File: src/rtl/mem_lsu_if.sv
// Data memory bus between the load/store unit and the word-addressed RAM.
// The LSU drives the request side; the memory returns a combinational read word.
interface mem_lsu_if #(
  parameter int DATA_W = 32
);
  logic              dm_ce;
  logic              dm_we;
  logic [DATA_W-1:0] dm_addr;
  logic [DATA_W-1:0] dm_wdata;
  logic [DATA_W-1:0] dm_rdata;

  modport master (
    output dm_ce,
    output dm_we,
    output dm_addr,
    output dm_wdata,
    input  dm_rdata
  );

  modport slave (
    input  dm_ce,
    input  dm_we,
    input  dm_addr,
    input  dm_wdata,
    output dm_rdata
  );
endinterface

File: src/rtl/mem_lsu.sv
// MEM-stage load/store unit: sub-word loads and stores on big-endian word memory.
// Byte and halfword stores take two cycles: read with a stall, then write.
module mem_lsu #(
  parameter int DATA_W = 32
) (
  input  logic              clk,
  input  logic              rst,
  input  logic [3:0]        mem_op,
  input  logic [DATA_W-1:0] mem_addr,
  input  logic [DATA_W-1:0] mem_sdata,
  input  logic              flush,
  mem_lsu_if.master         dm,
  output logic [DATA_W-1:0] load_data,
  output logic              stall_req,
  output logic              addr_err,
  output logic [DATA_W-1:0] bad_addr
);

  typedef enum logic {IDLE, RMW} state_t;

  state_t            state_q, state_d;
  logic [DATA_W-1:0] rmw_addr_q, rmw_addr_d;
  logic [DATA_W-1:0] rmw_word_q, rmw_word_d;
  logic [DATA_W-1:0] bad_addr_q, bad_addr_d;

  logic              is_ld, is_sw, is_sub, mis;
  logic [DATA_W-1:0] waddr, ld_val, merged;
  logic [7:0]        rbyte;
  logic [15:0]       rhalf;

  assign waddr  = {mem_addr[DATA_W-1:2], 2'b00};
  assign is_ld  = (mem_op >= 4'd1) && (mem_op <= 4'd5);
  assign is_sw  = (mem_op == 4'd8);
  assign is_sub = (mem_op == 4'd6) || (mem_op == 4'd7);
  assign mis    = ((mem_op == 4'd3 || mem_op == 4'd4 || mem_op == 4'd7)
                   && mem_addr[0])
               || ((mem_op == 4'd5 || mem_op == 4'd8)
                   && (mem_addr[1:0] != 2'b00));
  assign bad_addr = bad_addr_q;

  // Lane 0 is the most significant byte (big-endian).
  always_comb begin
    rbyte = 8'h00;
    unique case (mem_addr[1:0])
      2'd0: rbyte = dm.dm_rdata[31:24];
      2'd1: rbyte = dm.dm_rdata[23:16];
      2'd2: rbyte = dm.dm_rdata[15:8];
      2'd3: rbyte = dm.dm_rdata[7:0];
    endcase
    rhalf = mem_addr[1] ? dm.dm_rdata[15:0] : dm.dm_rdata[31:16];
  end

  always_comb begin
    ld_val = '0;
    unique case (mem_op)
      4'd1:    ld_val = {{24{rbyte[7]}}, rbyte};
      4'd2:    ld_val = {24'h0, rbyte};
      4'd3:    ld_val = {{16{rhalf[15]}}, rhalf};
      4'd4:    ld_val = {16'h0, rhalf};
      4'd5:    ld_val = dm.dm_rdata;
      default: ld_val = '0;
    endcase
  end

  always_comb begin
    merged = dm.dm_rdata;
    if (mem_op == 4'd6) begin
      unique case (mem_addr[1:0])
        2'd0: merged[31:24] = mem_sdata[7:0];
        2'd1: merged[23:16] = mem_sdata[7:0];
        2'd2: merged[15:8]  = mem_sdata[7:0];
        2'd3: merged[7:0]   = mem_sdata[7:0];
      endcase
    end else if (mem_addr[1]) begin
      merged[15:0] = mem_sdata[15:0];
    end else begin
      merged[31:16] = mem_sdata[15:0];
    end
  end

  always_comb begin
    state_d     = state_q;
    rmw_addr_d  = rmw_addr_q;
    rmw_word_d  = rmw_word_q;
    bad_addr_d  = bad_addr_q;
    dm.dm_ce    = 1'b0;
    dm.dm_we    = 1'b0;
    dm.dm_addr  = '0;
    dm.dm_wdata = '0;
    load_data   = '0;
    stall_req   = 1'b0;
    addr_err    = 1'b0;
    // Outputs are held at zero while reset is asserted.
    if (rst) begin
      unique case (state_q)
        IDLE: begin
          if (!flush) begin
            if (mis) begin
              addr_err   = 1'b1;
              bad_addr_d = mem_addr;
            end else begin
              unique case (1'b1)
                is_ld: begin
                  dm.dm_ce   = 1'b1;
                  dm.dm_addr = waddr;
                  load_data  = ld_val;
                end
                is_sw: begin
                  dm.dm_ce    = 1'b1;
                  dm.dm_we    = 1'b1;
                  dm.dm_addr  = waddr;
                  dm.dm_wdata = mem_sdata;
                end
                is_sub: begin
                  dm.dm_ce   = 1'b1;
                  dm.dm_addr = waddr;
                  stall_req  = 1'b1;
                  rmw_addr_d = waddr;
                  rmw_word_d = merged;
                  state_d    = RMW;
                end
                default: ;
              endcase
            end
          end
        end
        RMW: begin
          state_d = IDLE;
          if (!flush) begin
            dm.dm_ce    = 1'b1;
            dm.dm_we    = 1'b1;
            dm.dm_addr  = rmw_addr_q;
            dm.dm_wdata = rmw_word_q;
          end
        end
      endcase
    end
  end

  always_ff @(posedge clk or negedge rst) begin
    if (!rst) begin
      state_q    <= IDLE;
      rmw_addr_q <= '0;
      rmw_word_q <= '0;
      bad_addr_q <= '0;
    end else begin
      state_q    <= state_d;
      rmw_addr_q <= rmw_addr_d;
      rmw_word_q <= rmw_word_d;
      bad_addr_q <= bad_addr_d;
    end
  end

endmodule

File: src/flat_wrapper.sv
// flat-port wrapper written by rule: the top's interface ports become plain ports
module mem_lsu_flat 
#(
  parameter int DATA_W = 32
)
  (clk, rst, mem_op, mem_addr, mem_sdata, flush, load_data, stall_req, addr_err, bad_addr, dm_dm_ce, dm_dm_we, dm_dm_addr, dm_dm_wdata, dm_dm_rdata);
  mem_lsu_if #(.DATA_W(DATA_W)) dm_i ();
  input  logic clk;
  input  logic rst;
  input  logic [3:0] mem_op;
  input  logic [DATA_W-1:0] mem_addr;
  input  logic [DATA_W-1:0] mem_sdata;
  input  logic flush;
  output logic [DATA_W-1:0] load_data;
  output logic stall_req;
  output logic addr_err;
  output logic [DATA_W-1:0] bad_addr;
  output wire logic [$bits(dm_i.dm_ce)-1:0] dm_dm_ce;
  output wire logic [$bits(dm_i.dm_we)-1:0] dm_dm_we;
  output wire logic [$bits(dm_i.dm_addr)-1:0] dm_dm_addr;
  output wire logic [$bits(dm_i.dm_wdata)-1:0] dm_dm_wdata;
  input wire logic [$bits(dm_i.dm_rdata)-1:0] dm_dm_rdata;
  assign dm_dm_ce = dm_i.dm_ce;
  assign dm_dm_we = dm_i.dm_we;
  assign dm_dm_addr = dm_i.dm_addr;
  assign dm_dm_wdata = dm_i.dm_wdata;
  assign dm_i.dm_rdata = dm_dm_rdata;
  mem_lsu #(.DATA_W(DATA_W)) u_core (.clk(clk), .rst(rst), .mem_op(mem_op), .mem_addr(mem_addr), .mem_sdata(mem_sdata), .flush(flush), .dm(dm_i), .load_data(load_data), .stall_req(stall_req), .addr_err(addr_err), .bad_addr(bad_addr));
endmodule
File: config.mk
export PLATFORM = sky130hd
export DESIGN_NAME = mem_lsu_flat
export DESIGN_NICKNAME = d
export VERILOG_FILES = /design/src/rtl/mem_lsu_if.sv /design/src/rtl/mem_lsu.sv /design/src/flat_wrapper.sv
export SDC_FILE = /design/constraint.sdc
export NUM_CORES = 1
export LEC_CHECK = 0
export ABC_CLOCK_PERIOD_IN_PS = 9180
export CORE_MARGIN = 4
export CORE_UTILIZATION = 49
export CTS_BUF_LIST = sky130_fd_sc_hd__clkbuf_8
export DETAILED_ROUTE_END_ITERATION = 12
export PLACE_DENSITY = 0.89
export SLEW_MARGIN = 0
export SYNTH_ARGS = -nofsm -noshare
export SYNTH_HDL_FRONTEND = slang
export SYNTH_SLANG_ARGS = --single-unit
File: constraint.sdc
create_clock -name clk -period 9.18 [get_ports clk]
set_clock_uncertainty 0.2 [all_clocks]
set_input_delay 2.754 -clock clk [delete_from_list [all_inputs] [get_ports clk]]
set_output_delay 2.754 -clock clk [all_outputs]
set_load 0.05 [all_outputs]
Word level (Yosys, flattened, before mapping):

Index checks and enable logic that the tools add are counted.

* bitwise logic cells: 3
* equality and inequality tests: 11
* muxes and demuxes: 48
* reduce and logical (&&, ||, !) cells: 13
* magnitude comparators: 2

Operators with widths (number)
* two-way mux 32 bit: 16
* case mux 32 bit (5 select lines): 1
* case mux 32 bit (2 select lines): 2
* two-way mux 16 bit: 3
* two-way mux 8 bit: 4
* case mux 8 bit (4 select lines): 1
* two-way mux 1 bit: 18
* equality test 4 x 3 -> 1 bit, second input constant: 4
* equality test 4 x 2 -> 1 bit, second input constant: 2
* case mux 1 bit (2 select lines): 3
* logical OR 1 bit: 5
* AND reduction 5 bit: 1
* equality test 2 bit, second input constant: 2
* equality test 4 x 1 -> 1 bit, second input constant: 1
* equality test 4 bit, second input constant: 1
* greater-or-equal comparator 4 x 1 -> 1 bit, second input constant: 1
* less-or-equal comparator 4 x 3 -> 1 bit, second input constant: 1
* AND reduction 4 bit: 1
* logical AND 1 bit: 3
* NOT 1 bit: 3
* OR reduction 3 bit: 1
* equality test 2 x 1 -> 1 bit, second input constant: 1
* logical NOT 2 bit: 1
* nonzero test 2 bit: 1

* logic and storage cells: 81
* flip-flop bits (word level): 95
* bits of input ports: 103
* output and inout port bits: 132

Logic depth before layout (Yosys ltp):

* word-level depth: 9
* gate-level depth with buffers: 7
* depth with buffers taken out: 5

Worst setup path after synthesis:

No wires, ideal clock.

* path type: in2out
* start: in mem_op[2]
* end: out load_data[18]
* data required time: 6.226 ns
* cell stages on the path: 6
* data arrival time: 4.559 ns
* setup slack: 1.667 ns
* buffers on the path: 2
* cells stage by stage: buf_2 nor2_1 a2111oi_2 o211ai_1 buf_2 a21oi_1

* longest elaborated chain between the ends: 9
* elaborated cells on any way between the ends: 22
* classes of those cells: 2 x order compare; 7 x eq/ne; 6 x mux; 7 x reduce/logical

RTL lines
* start, declared: RTL line flat_wrapper.sv:10 `input logic [3:0] mem_op;`
* parallel branches: the longest is 5 deep, another holds greater-or-equal comparator 4 x 1 -> 1 bit
* two-way mux 32 bit *: RTL line mem_lsu.sv:98 `if (mis) begin`
* two-way mux 32 bit *: RTL line mem_lsu.sv:97 `if (!flush) begin`
* two-way mux 32 bit *: RTL line mem_lsu.sv:95 `unique case (state_q)`
* two-way mux 32 bit *: RTL line mem_lsu.sv:94 `if (rst) begin`
* end, declared: RTL line flat_wrapper.sv:14 `output logic [DATA_W-1:0] load_data;`

Mark *: on every way between the ends.

Final worst setup path:

* start: in mem_op[1]
* end: out load_data[9]

Same word-level chain as after synthesis.

==> flow_metrics.env <==
export IMPL_synth_top_cell_area_share_pct=40.3
export IMPL_ant_nets=0
export IMPL_p_clk_share_pct=18.4
export IMPL_ir_worst_vdd_uv=156
export IMPL_clk_path_buf_depth=2
export IMPL_clk_transition_reported_paths_ns=0.09
export IMPL_p_leak_nw=3.75
export IMPL_clkLatencyLatePin_ns=0.35
export IMPL_status="completed"
export IMPL_post_route_util_pct=76.9
export IMPL_stdcell_count=905
export IMPL_postCtsSetupBuffers=0
export IMPL_root_buffer="clkbuf_8"
export IMPL_rows=39
export IMPL_min_period_ns=8.41
export IMPL_p_sw_uw=549
export IMPL_async_flop_share_pct=100
export IMPL_num_vias=5607
export IMPL_cp_required_ns=6.23
export IMPL_dpl_hpwl_mm=15.1
export IMPL_io_pins=235
export IMPL_cellPowerDensity_nw_per_um2=160
export IMPL_synth_area_top_cells="dfrtp_1 40%, mux2_4 7.4%, mux2_2 6.5%"
export IMPL_grt_pass1_vias=5790
export IMPL_drt_iter0_markers=536
export IMPL_synth_seq_cells=95
export IMPL_syn_area_per_cell_um2=10.6
export IMPL_cts_tree="built"
export IMPL_synth_edf_count=0
export IMPL_totalWireLength_mm=20.3
export IMPL_crit_type="primary input to output pin"
export IMPL_syn2layout_area_growth_pct=51.6
export IMPL_cts_sinks=95
export IMPL_maxCapViolations=0
export IMPL_fp_coreArea_um2=11600
export IMPL_ys_types=49
export IMPL_numCtsBuffers=9
export IMPL_track_usage_pct=28.8
export IMPL_initial_core_util_pct=50.7
export IMPL_cp_max_fo=15
export IMPL_worst_slew_pin_slew_ns=0.976
export IMPL_power_frac_comb_pct=40.0
export IMPL_grt_pass1_wl_mm=32.4
export IMPL_die_w_um=118
export IMPL_grt_start_max_net_pins=96
export IMPL_wl_per_cell_um=22.5
export IMPL_setup_violations=0
export IMPL_relSlewSlack_pct=34.6
export IMPL_finalSetupTns_ns=0
export IMPL_die_h_um=118
export IMPL_io_buffers=232
export IMPL_drive_gt1_share_pct=29.9
export IMPL_arrival_ns=5.45
export IMPL_p_sw_share_pct=38.5
export IMPL_synth_flop_cell="dfrtp_1"
export IMPL_fin_crit_sh_pct=91.6
export IMPL_fillers=714
export IMPL_diodes=0
export IMPL_seqPwrFrac_pct=41.6
export IMPL_cts_max_level=3
export IMPL_min_path_type="register to register"
export IMPL_synth_largest_area_cell="dfrtp_1"
export IMPL_vias_per_cell=6.20
export IMPL_gp_congestion=0.891
export IMPL_rsz0062_at_grt="no"
export IMPL_fin_nets=860
export IMPL_finalHoldViolCount=0
export IMPL_syn_area_um2=5890
export IMPL_synthCells=556
export IMPL_antenna_found_initial=0
export IMPL_ys_seq_area_share_pct=40.3
export IMPL_ctsHoldBuffers=0
export IMPL_dpl_cell_count=889
export IMPL_start_kind="primary input"
export IMPL_yosys_warnings=0
export IMPL_die_area_um2=13800
export IMPL_dr_pass1_iters=6
export IMPL_cts_resized=0
export IMPL_p_int_uw=876
export IMPL_fmax_ghz=0.119
export IMPL_post_route_drc_count=0
export IMPL_end_kind="output pin"
export IMPL_globalRouteOverflowTotal=0
export IMPL_slew_violations=0
export IMPL_power_total_mw=1.42
## state kept, by name, indices dropped and copies added (netlist names)
register,count
u_core.bad_addr,32
u_core.rmw_word_q,32
u_core.rmw_addr_q,30
u_core.state_q,1
## cells by family after synthesis
family | synth area share [%]
xor+xnor | 0.149
flops | 40.3
simple gates | 10.6
compound gates | 23.1
mux | 20.0
buf+inv | 5.73
other cells | 0.0636
## power by group through the flow
stage / registers, mW / logic, mW / clock network (mW)
finish: 0.593 / 0.570 / 0.262
global route: 0.604 / 0.599 / 0.287
CTS: 0.592 / 0.571 / 0.267
detailed placement: 0.597 / 0.569 / 0
global placement: 0.589 / 0.555 / 0
floorplan: 0.730 / 0.206 / 0
## cell usage in the layout, fill, tap and decap left out, types with 8 or more instances in the layout
cell type and instances:
mux4_2 8, dfrtp_1 95, o22a_1 8, a21oi_2 13, o21ai_0 28, a22o_1 38, nand2_1 56, a22oi_1 49
mux2_4 29, buf_12 67, mux2i_1 18, buf_4 42, mux2_2 34, o22ai_1 8, clkdlybuf4s50_1 134, nor2_1 43
a21oi_1 19, clkbuf_8 9
## critical path, cell delays in order
cell and delay, ns:
clkdlybuf4s50_1 0.87, and3b_2 0.32, a21oi_1 0.07, nor3_2 0.75, a22oi_1 0.15, a21oi_1 0.35
buf_12 0.18
## per-stage QoR
stage               cell area, um^2  hold WS (ns)  setup WS [ns]
global placement               8760         0.264           1.04
floorplan                      5900         0.251           1.67
global route                   8930         0.329          0.589
CTS                            8930         0.295          0.886
detailed placement             8760         0.271          0.888
finish                         8930         0.297          0.772
## layer usage
layer | part of all wire [%] | up-vias | global-route usage (%)
met1 | 37 | 2753 | 33.6
met4 | 2.8 | 0 | 8.06
met3 | 10 | 43 | 10.4
li1 | - | 2471 | -
met5 | 0 | - | 0
met2 | 50 | 340 | 49.9
## area by class of cell
| class | count | area [um^2] | area share (%) |
|---|---|---|---|
| Clock buffer | 9 | 124 | 1.39 |
| Clock inverter | 7 | 52.6 | 0.588 |
| Inverter | 4 | 15.0 | 0.168 |
| Multi-Input combinational cell | 404 | 3190 | 35.7 |
| Sequential cell | 95 | 2380 | 26.6 |
| Tap cell | 143 | 179 | 2.00 |
| Timing Repair Buffer | 243 | 3000 | 33.6 |
## final timing paths
kind                                       from                     to  slack [ns]  depth (start not counted)
max                                   mem_op[1]           load_data[9]        0.77                          7
min                        u_core.rmw_word_q[0]   u_core.rmw_word_q[0]        0.30                          2
max reg2reg                      u_core.state_q   u_core.rmw_addr_q[4]        6.59                          5
min reg2reg                u_core.rmw_word_q[0]   u_core.rmw_word_q[0]        0.30                          2
max in group asynchronous                   rst   u_core.rmw_word_q[6]        5.49                          2
min in group asynchronous                   rst  u_core.rmw_word_q[26]        2.18                          1
## synth_stat cells (9+ instances only)
cell type / count
buf_2: 24
a22oi_1: 49
dfrtp_1: 95
clkbuf_1: 15
a21oi_2: 13
mux2_2: 34
a21oi_1: 19
a22o_1: 38
nand2_1: 56
mux2i_1: 18
o21ai_0: 28
mux2_4: 29
nor2_1: 45
buf_6: 9
No activity file was read; power rests on OpenSTA's default activity.
